===== src/rtl/yarvis_alu_arbiter_pkg.sv =====
// Shared definitions for the yarvis ALU arbiter: sequencer states, opcodes and default widths.
package yarvis_pkg;
  typedef enum logic [1:0] {
    IDLE = 2'd0,
    EXEC = 2'd1,
    RESP = 2'd2
  } state_t;

  localparam logic OP_ADD = 1'b0;
  localparam logic OP_SUB = 1'b1;

  localparam int W_DEF    = 8;
  localparam int NREQ_DEF = 4;
  localparam int IDW_DEF  = 2;
endpackage


===== src/rtl/yarvis_alu_arbiter_if.sv =====
// Request/response bundle between the operand sources and the shared adder arbiter.
interface yarvis_alu_arbiter_if
  import yarvis_pkg::*;
#(
  parameter int W    = W_DEF,
  parameter int NREQ = NREQ_DEF,
  parameter int IDW  = IDW_DEF
);
  logic [NREQ-1:0]   req_valid;
  logic [NREQ*W-1:0] req_a;
  logic [NREQ*W-1:0] req_b;
  logic [NREQ-1:0]   req_op;
  logic [NREQ-1:0]   req_ready;
  logic              rsp_valid;
  logic              rsp_ready;
  logic [IDW-1:0]    rsp_id;
  logic [W-1:0]      rsp_data;
  logic              rsp_carry;
  logic              busy;

  modport master (
    output req_valid, req_a, req_b, req_op, rsp_ready,
    input  req_ready, rsp_valid, rsp_id, rsp_data, rsp_carry, busy
  );

  modport slave (
    input  req_valid, req_a, req_b, req_op, rsp_ready,
    output req_ready, rsp_valid, rsp_id, rsp_data, rsp_carry, busy
  );
endinterface


===== src/rtl/yarvis_alu_arbiter_rr_pick.sv =====
// Combinational round-robin picker: first set request at or after ptr, wrapping at NREQ-1.
module yarvis_rr_pick #(
  parameter int NREQ = 4,
  parameter int IDW  = 2
) (
  input  logic [NREQ-1:0] req,
  input  logic [IDW-1:0]  ptr,
  output logic            any,
  output logic [NREQ-1:0] gnt,
  output logic [IDW-1:0]  idx
);
  always_comb begin
    any = 1'b0;
    gnt = '0;
    idx = '0;
    // Outer loop walks priority distance from ptr; inner loop keeps indices constant.
    for (int k = 0; k < NREQ; k++) begin
      for (int i = 0; i < NREQ; i++) begin
        if (!any && req[i] && (((int'(ptr) + k) % NREQ) == i)) begin
          any    = 1'b1;
          gnt[i] = 1'b1;
          idx    = IDW'(i);
        end
      end
    end
  end
endmodule


===== src/rtl/yarvis_alu_arbiter.sv =====
// Round-robin arbiter sharing one W-bit add/sub datapath between NREQ requesters.
module yarvis_alu_arbiter
  import yarvis_pkg::*;
#(
  parameter int W    = W_DEF,
  parameter int NREQ = NREQ_DEF,
  parameter int IDW  = IDW_DEF
) (
  input logic                 clk,
  input logic                 rst,
  yarvis_alu_arbiter_if.slave bus
);
  function automatic logic [W:0] add_sub(input logic [W-1:0] a, input logic [W-1:0] b,
                                         input logic op);
    logic [W-1:0] b_eff;
    b_eff = (op == OP_ADD) ? b : ~b;
    return {1'b0, a} + {1'b0, b_eff} + (W+1)'(op);
  endfunction

  function automatic logic [IDW-1:0] next_ptr(input logic [IDW-1:0] id);
    return (int'(id) == NREQ - 1) ? '0 : id + 1'b1;
  endfunction

  state_t          state, state_nxt;
  logic [IDW-1:0]  ptr;
  logic            pick_any;
  logic [NREQ-1:0] pick_gnt;
  logic [IDW-1:0]  pick_idx;
  logic            accept, retire;
  logic [W-1:0]    a_sel, b_sel;
  logic            op_sel;
  logic [W-1:0]    a_p0, b_p0;
  logic            op_p0;
  logic [IDW-1:0]  id_p0;
  logic [W:0]      sum_p1;

  yarvis_rr_pick #(.NREQ(NREQ), .IDW(IDW)) u_pick (
    .req (bus.req_valid),
    .ptr (ptr),
    .any (pick_any),
    .gnt (pick_gnt),
    .idx (pick_idx)
  );

  always_comb begin
    a_sel  = '0;
    b_sel  = '0;
    op_sel = 1'b0;
    for (int i = 0; i < NREQ; i++) begin
      if (pick_gnt[i]) begin
        a_sel  = bus.req_a[i*W +: W];
        b_sel  = bus.req_b[i*W +: W];
        op_sel = bus.req_op[i];
      end
    end
  end

  always_comb begin
    state_nxt     = state;
    bus.req_ready = '0;
    accept        = 1'b0;
    retire        = 1'b0;
    unique case (state)
      IDLE: if (!rst && pick_any) begin
        bus.req_ready = pick_gnt;
        accept        = 1'b1;
        state_nxt     = EXEC;
      end
      EXEC: state_nxt = RESP;
      RESP: if (bus.rsp_ready) begin
        retire    = 1'b1;
        state_nxt = IDLE;
      end
      default: state_nxt = IDLE;
    endcase
  end

  always_ff @(posedge clk) begin
    if (rst) state <= IDLE;
    else     state <= state_nxt;
  end

  // p0: operands captured at grant
  always_ff @(posedge clk) begin
    if (accept) begin
      a_p0  <= a_sel;
      b_p0  <= b_sel;
      op_p0 <= op_sel;
    end
  end

  // p1: result registered in EXEC, held through RESP
  always_ff @(posedge clk) begin
    if (rst) begin
      ptr    <= '0;
      id_p0  <= '0;
      sum_p1 <= '0;
    end else begin
      if (accept)         id_p0  <= pick_idx;
      if (state == EXEC)  sum_p1 <= add_sub(a_p0, b_p0, op_p0);
      if (retire)         ptr    <= next_ptr(id_p0);
    end
  end

  assign bus.rsp_valid = (state == RESP);
  assign bus.busy      = (state != IDLE);
  assign bus.rsp_id    = id_p0;
  assign bus.rsp_data  = sum_p1[W-1:0];
  assign bus.rsp_carry = sum_p1[W];
endmodule


===== src/flat_wrapper.sv =====
// flat-port wrapper written by rule: the top's interface ports become plain ports
module yarvis_alu_arbiter_flat import yarvis_pkg::*;
#(
  parameter int W    = W_DEF,
  parameter int NREQ = NREQ_DEF,
  parameter int IDW  = IDW_DEF
)
  (clk, rst, bus_req_valid, bus_req_a, bus_req_b, bus_req_op, bus_rsp_ready, bus_req_ready, bus_rsp_valid, bus_rsp_id, bus_rsp_data, bus_rsp_carry, bus_busy);
  yarvis_alu_arbiter_if #(.W(W), .NREQ(NREQ), .IDW(IDW)) bus_i ();
  input logic clk;
  input logic rst;
  input wire logic [$bits(bus_i.req_valid)-1:0] bus_req_valid;
  input wire logic [$bits(bus_i.req_a)-1:0] bus_req_a;
  input wire logic [$bits(bus_i.req_b)-1:0] bus_req_b;
  input wire logic [$bits(bus_i.req_op)-1:0] bus_req_op;
  input wire logic [$bits(bus_i.rsp_ready)-1:0] bus_rsp_ready;
  output wire logic [$bits(bus_i.req_ready)-1:0] bus_req_ready;
  output wire logic [$bits(bus_i.rsp_valid)-1:0] bus_rsp_valid;
  output wire logic [$bits(bus_i.rsp_id)-1:0] bus_rsp_id;
  output wire logic [$bits(bus_i.rsp_data)-1:0] bus_rsp_data;
  output wire logic [$bits(bus_i.rsp_carry)-1:0] bus_rsp_carry;
  output wire logic [$bits(bus_i.busy)-1:0] bus_busy;
  assign bus_i.req_valid = bus_req_valid;
  assign bus_i.req_a = bus_req_a;
  assign bus_i.req_b = bus_req_b;
  assign bus_i.req_op = bus_req_op;
  assign bus_i.rsp_ready = bus_rsp_ready;
  assign bus_req_ready = bus_i.req_ready;
  assign bus_rsp_valid = bus_i.rsp_valid;
  assign bus_rsp_id = bus_i.rsp_id;
  assign bus_rsp_data = bus_i.rsp_data;
  assign bus_rsp_carry = bus_i.rsp_carry;
  assign bus_busy = bus_i.busy;
  yarvis_alu_arbiter #(.W(W), .NREQ(NREQ), .IDW(IDW)) u_core (.clk(clk), .rst(rst), .bus(bus_i));
endmodule

===== config.mk =====
export PLATFORM = sky130hd
export DESIGN_NAME = yarvis_alu_arbiter_flat
export DESIGN_NICKNAME = d
export VERILOG_FILES = /design/src/rtl/yarvis_alu_arbiter_pkg.sv /design/src/rtl/yarvis_alu_arbiter_if.sv /design/src/rtl/yarvis_alu_arbiter_rr_pick.sv /design/src/rtl/yarvis_alu_arbiter.sv /design/src/flat_wrapper.sv
export SDC_FILE = /design/constraint.sdc
export NUM_CORES = 1
export LEC_CHECK = 0
export CORE_AREA = 2 2 78 80
export CTS_CLUSTER_DIAMETER = 60
export DETAILED_ROUTE_END_ITERATION = 7
export DIE_AREA = 0 0 80 82
export PLACE_DENSITY = 0.76
export SKIP_CTS_REPAIR_TIMING = 1
export SLEW_MARGIN = 0
export SYNTH_ARGS = -nofsm -noshare
export SYNTH_HDL_FRONTEND = slang
export SYNTH_SLANG_ARGS = --single-unit

===== constraint.sdc =====
create_clock -name clk -period 2.05 [get_ports clk]
set_input_delay 0.3075 -clock clk [delete_from_list [all_inputs] [get_ports clk]]
set_output_delay 0.3075 -clock clk [all_outputs]
set_load 0.03 [all_outputs]

==> impl_results.md, run 1 <==
- Status: complete, but fails checks
- Failing checks: negative setup slack
- Yosys reg bits: 32
- Cell Count, Final, Fillers Out: between 400 and 500
- Clock Sinks: 32
- Kind of critical path: reg2reg
- Largest net degree at the start of global routing: 24
- Adder-cell area share of the yosys netlist: 5.520%
- Power Dens Cells: 637.9 mW/mm^2
- Clock latency on the worst-skew pair: ~290 ps
- Clk root buf: clkbuf_8
- Critical-path cell list: buf_6 > xor2_1 > ha_1 > o21a_1 > o21ai_1 > nand2b_1 > and3_1 > a211o_1
- Endpoints failing hold: 0
- Max Freq: between 400 and 500 MHz
- Top area cells in the synthesized netlist: edfxtp_1, dfxtp_1, a21oi_1
- Crit-path max FO: 5
- Worst min-delay path class: reg2reg
- VDD IR max: between 0.3 and 0.4 mV
- Max Transition Viols Final: 0
- # IOs: 92
- Mapped Cells: 236
- Worst Slack Setup Final: -30.86 ps
- Simple-gate share of the synthesized area: 20.41%
- Asr flop ratio synth: 0%
- Main combinational cell family by area after synthesis: compound AO/OA/AOI/OAI gates
- Antenna cells: 0
- DRC: 0
- CP Capture Type: flip-flop
- Synth area leader: edfxtp_1
- Startpoint Class: flip-flop
- Ratio of cells with drive above 1 in the final layout: a little under a quarter
- Cell Rows: 28
- Slew of the pin with the lowest slew margin: around 430 ps
- Drt total wl: ~6100 microns
- Critical path's slowest cell: edfxtp_1
- Final setup fails: 1
- Initial Utilization: 37.87%
- Nets@finish: 435
- IO buf count: 91
- Die ar.: around 0.0066 sq mm
- CTS max path bufs: 2
- Top_reg_cell synth: edfxtp_1
- Compound-Gate Fraction of Synth Area: between 20% and 30%
- Post-DR vias/cell: 5.241
- Antenna-violating nets left: 0
- Worst setup path startpoint: u_core.op_p0
- Avg WL per Cell: around 14 microns
- GR Util All Layers: 17.91%
- EDFF count, synth: 17
- Max-slew headroom: between 70% and 80%
- Die X: ~80 microns
- Most common library cells after synthesis: a21oi_1, nand2_1, nor2_1
- Synth Area in XOR/XNOR: under 10%
- Slowest stage delay, CP: 460 ps
- Gpl congestion: a little over 0.8
- Synth Warn #: 0
- Share of the synthesized area in the top cell type: 23.46%
- Hold slack: around 450 ps
- Initial antenna violation count: 0
- Period utilisation layout: 101.5%
- Core area: between 0.005 and 0.006 sq mm
- Area Overhead vs Synth: 63.66%
- Vias: 2238
- Mux cell area share after synthesis: less than 1%
- Worst Path Required: 2230 ps
- Number of max-cap violations: 0
- Die H: 82 microns
- RSZ-0062 raised after global routing: true
- Arrival time at the worst endpoint: 2260 ps
- Initial DRT Pass Iterations: 4
- Setup TNS: -30.86 ps
- Post-DP HPWL: 4672 microns
- Global-route wire length before repair: ~9000 microns
- Sequential area share after synthesis: 37.26%
- TritonCTS Buffers: 5
- Post-Syn Nets: 320
- GRT overflow: 0
- Count leader, synth: a21oi_1
- Starting DRT DRC Count: 100
- Synth cell types: 48
- Min cycle time layout: around 2100 ps
- Hold_sp: u_core.sum_p1[1]
- # fillers: 500
- H-Tree Depth: 2
- Worst-path clk slew: 70 ps
- Leak Pwr: between 1 and 1.5 nW
- Dpl cells: 411
- Synth Cell Area: 0.002176 sq mm
- CTS tree: done
- Vias in the first global route: ~2000
- Max Clock Skew: between 5 and 6 ps
- Mean Syn Cell Area: 9.220 sq um
- R2r startpoint: u_core.op_p0
==> cell families (layout without fill, tap and decap cells) <==
kind of cell             Yosys count  count (layout)
adder cells (fa/ha/maj)            9               9
AND/OR/NAND/NOR                   93              93
multiplexers                       1               1
AO/OA/AOI/OAI                     73              73
buffers and inverters             19             135
flip-flops                        32              32
XOR/XNOR                           9               9
==> sequential cells by signal, indices dropped and copies added, names as in the netlist <==
register,count
u_core.sum_p1,9
u_core.ptr,2
u_core.a_p0,8
u_core.bus.rsp_id,2
u_core.b_p0,8
u_core.state,2
u_core.op_p0,1
==> cell type report <==
| cell class | count | area [sq um] | area share (%) |
|---|---|---|---|
| well taps | 75 | 93.84 | 2.635 |
| clock inverters | 3 | 13.76 | 0.3865 |
| inverters | 2 | 7.507 | 0.2108 |
| flip-flops and latches | 32 | 812.0 | 22.80 |
| clock buffers | 5 | 68.82 | 1.933 |
| repair buffers | 125 | 1259 | 35.35 |
| multi-input cells | 185 | 1306 | 36.68 |
==> worst max-delay path: cells and delay by family (launching register included) <==
kind,cells,cell delay [ps]
AO/OA/AOI/OAI,3,600
XOR/XNOR,1,160
adder cells (fa/ha/maj),1,330
buffers and inverters,1,170
flip-flops,1,460
AND/OR/NAND/NOR,2,250
==> final timing paths <==
check / end / slack [ps] / cells past startpoint
worst max-delay path: u_core.sum_p1[7] / -30 / 8
worst min-delay path: u_core.sum_p1[1] / 450 / 2
worst max register to register: u_core.sum_p1[7] / -30 / 8
worst min register to register: u_core.sum_p1[1] / 450 / 2
==> layer usage <==
layer  share of wire, %  up-vias  track usage [%]
li1                   -     1107                -
met1                 41     1044            22.61
met2                 51       77            29.58
met3                6.3       10            4.505
met4                2.0        0            6.780
met5                  0        -                0
==> where the power goes <==
group | total (mW) | internal, mW | switching (mW) | leakage, nW
logic | 1.00 | 0.537 | 0.466 | 1.07
clock network | 0.463 | 0.230 | 0.233 | 0.0453
registers | 0.806 | 0.763 | 0.0434 | 0.286
total | 2.27 | 1.53 | 0.742 | 1.40
==> through the flow <==
| stage | setup WS, ps | utilization (%) | instance area (sq um) | power [mW] |
|---|---|---|---|---|
| 3_3_place_gp | -83.18 | 57.69 | 3314 | 1.701 |
| 2_1_floorplan | -24.71 | - | 2190 | 1.320 |
| 5_1_grt | -129.3 | 61.98 | 3561 | 2.401 |
| 3_5_place_dp | -143.9 | 57.69 | 3314 | 1.718 |
| 6_report | -30.86 | 61.98 | 3561 | 2.271 |
| 4_1_cts | -120.6 | 59.12 | 3397 | 2.183 |
==> cells in the final DEF (no fill, tap or decap), types with 3 or more instances in the layout <==
cell	count
o21ai_1	3
buf_12	5
nand3_1	4
nand3b_1	3
edfxtp_1	17
nand2_1	27
a221oi_2	10
clkbuf_8	5
xor2_1	7
a221oi_1	8
nor2_1	26
dlymetal6s2s_1	4
dfxtp_1	14
buf_6	8
a21oi_2	4
buf_4	25
nor3_1	8
a21oi_1	27
ha_1	7
nand2b_1	5
clkdlybuf4s50_1	83
(Power assumes the default switching activity.)
==> run 2, diff against run 1 <==
Settings changed: CORE_AREA 2 2 78 80 to 2 2 75 77, DIE_AREA 0 0 80 82 to 0 0 77 79, PLACE_DENSITY 0.76 to 0.78.
Clock period 2.05 ns to 2.1 ns, I/O delays scaled along.
==> run 2 against run 1 <==
The flow now finishes without violations; register-to-register slack better by 50 ps; worst hold slack worse by 2.1 ps; sequential power fell by 2%.
==> impl_results.md, run 2 (synthesis gave the netlist of run 1 again) <==
- Nets@finish: 441
- Die H: 79 microns
- Ratio of cells with drive above 1 in the final layout: 25.42%
- Clock latency on the worst-skew pair: 280 ps
- IO buf count: 91
- Power Dens Cells: 631.2 mW/mm^2
- R2R depth: 8
- Arrival time at the worst endpoint: 2260 ps
- Pre-CTS setup slack: -187.8 ps
- Clock Sinks: 32
- # IOs: between 90 and 100
- Worst setup path startpoint: u_core.op_p0
- CTS max path bufs: 2
- R2r startpoint: u_core.op_p0
- TritonCTS Buffers: 5
- NetSw: 0.7424 mW
- Avg WL per Cell: 14.70 microns
- Status: complete, no violations
- Gpl congestion: 0.8553
- Startpoint Class: flip-flop
- Crit path to: u_core.sum_p1[7]
- Sw Share: 32.89%
- Worst min-delay path class: reg2reg
- Largest register FFs: 9
- Max Clock Skew: 4.689 ps
- Commonest non-fill, non-tap cells in the layout: clkdlybuf4s50_1, buf_4, a21oi_1, nand2_1, nor2_1
- Worst-path clk slew: 70 ps
- Antenna-violating nets left: 0
- Kind of critical path: reg2reg
- Initial Utilization: 40.76%
- Cell Rows: 27
- Area Overhead vs Synth: 64.35%
- Util after Layout: 66.99%
- Reg-to-reg endpoint: u_core.sum_p1[7]
- Max-slew headroom: 65.50%
- Worst reg2reg setup slack: 20 ps
- RSZ-0062 raised after global routing: true
- Drt total wl: 6321 microns
- Worst Slack Setup Final: 17.50 ps
- Min cycle time layout: 2082 ps
- Initial DRT Pass Iterations: 4
- Commonest non-fill, non-tap cell in the layout: clkdlybuf4s50_1
- Die X: 77 microns
- Vias: between 2000 and 2500
- Largest registers: u_core.sum_p1 (9), u_core.a_p0 (8), u_core.b_p0 (8)
- Slew of the pin with the lowest slew margin: 517.5 ps
- Core area: 0.005338 sq mm
- Cell-internal power: between 1.5 and 2 mW
- Final setup fails: 0
- Worst Path Required: 2280 ps
- Leak Pwr: ~1.4 nW
- VDD IR max: 0.3293 mV
- CP Capture Type: flip-flop
- Clk root buf: clkbuf_8
- Crit-path max FO: 5
- Die ar.: 0.006083 sq mm
- Starting DRT DRC Count: 63
- Most flops, register: u_core.sum_p1
- Initial antenna violation count: 0
- Max Transition Viols Final: 0
- Endpoints failing hold: 0
- GR Util All Layers: 19.72%
- H-Tree Depth: 2
- Largest net degree at the start of global routing: 24
- Vias in the first global route: 2125
- Period utilisation layout: between 90 and 100%
- Clock power share: 20.4%
- DRC: 0
- Post-DP HPWL: 4672 microns
- Comb power frac: 44.5%
- Antenna cells: 0
- Post-DR vias/cell: between 5 and 6
- CTS tree: done
- Number of max-cap violations: 0
- Flop pwr share: 35.1%
- Global-route wire length before repair: 9632 microns
- Max Freq: 480.2 MHz
- GRT overflow: 0
[run 2: per-stage QoR]
step                hold WS, ps  instance area (sq um)  TNS [ps]  cells  total power, mW
detailed placement        447.9                   3269     -3638    410            1.665
global route              479.7                   3576    -225.5    430            2.383
CTS                       455.4                   3351    -758.6    418            2.120
finish                    451.9                   3576         0    430            2.257
global placement          439.9                   3269     -1599    410            1.650
floorplan                 475.0                   2183         0    236            1.287
[run 2: per-layer routing]
| layer | part of all wire, % | GRT usage [%] | wire length [microns] |
|---|---|---|---|
| met2 | 52 | 35.35 | 3306 |
| met1 | 40 | 23.34 | 2541 |
| met5 | 0 | 0 | 0 |
| met4 | 0.14 | 6.786 | 9 |
| met3 | 7.3 | 4.432 | 464 |
[run 2: how the worst min path moves through the flow]
stage / cells past startpoint / slack [ps] / end / startpoint
5_1_grt: 2 / 480 / u_core.sum_p1[4] / u_core.sum_p1[4]
3_3_place_gp: 2 / 440 / u_core.sum_p1[4] / u_core.sum_p1[4]
6_report: 2 / 450 / u_core.sum_p1[4] / u_core.sum_p1[4]
4_1_cts: 2 / 460 / u_core.sum_p1[4] / u_core.sum_p1[4]
3_5_place_dp: 2 / 450 / u_core.sum_p1[4] / u_core.sum_p1[4]
2_1_floorplan: 2 / 470 / u_core.ptr[1] / bus_rsp_ready
[run 2: power by group through the flow]
stage                     clock network (mW)  registers (mW)  logic, mW
after floorplan                            0           0.850      0.437
after global placement                     0           0.799      0.851
after detailed placement                   0           0.800      0.865
after CTS                              0.462           0.787      0.872
after global routing                   0.501           0.801       1.08
final                                  0.461           0.792       1.00
[run 2: worst max-delay path, stage by stage, from the launching register on]
cell and delay, ps:
edfxtp_1 480, buf_6 190, buf_4 130, xor2_1 150, ha_1 210, nor3_1 240
o211ai_1 170, and3_1 200, a211o_1 210
[run 2: layout make-up]
cell class,instances,area [sq um]
tap,72,90.09
multi-input combinational,185,1353
inverter,2,7.507
fill,450,1762
clock inverter,1,5.005
sequential,32,812.0
clock buffer,7,76.32
timing repair buffer,131,1232
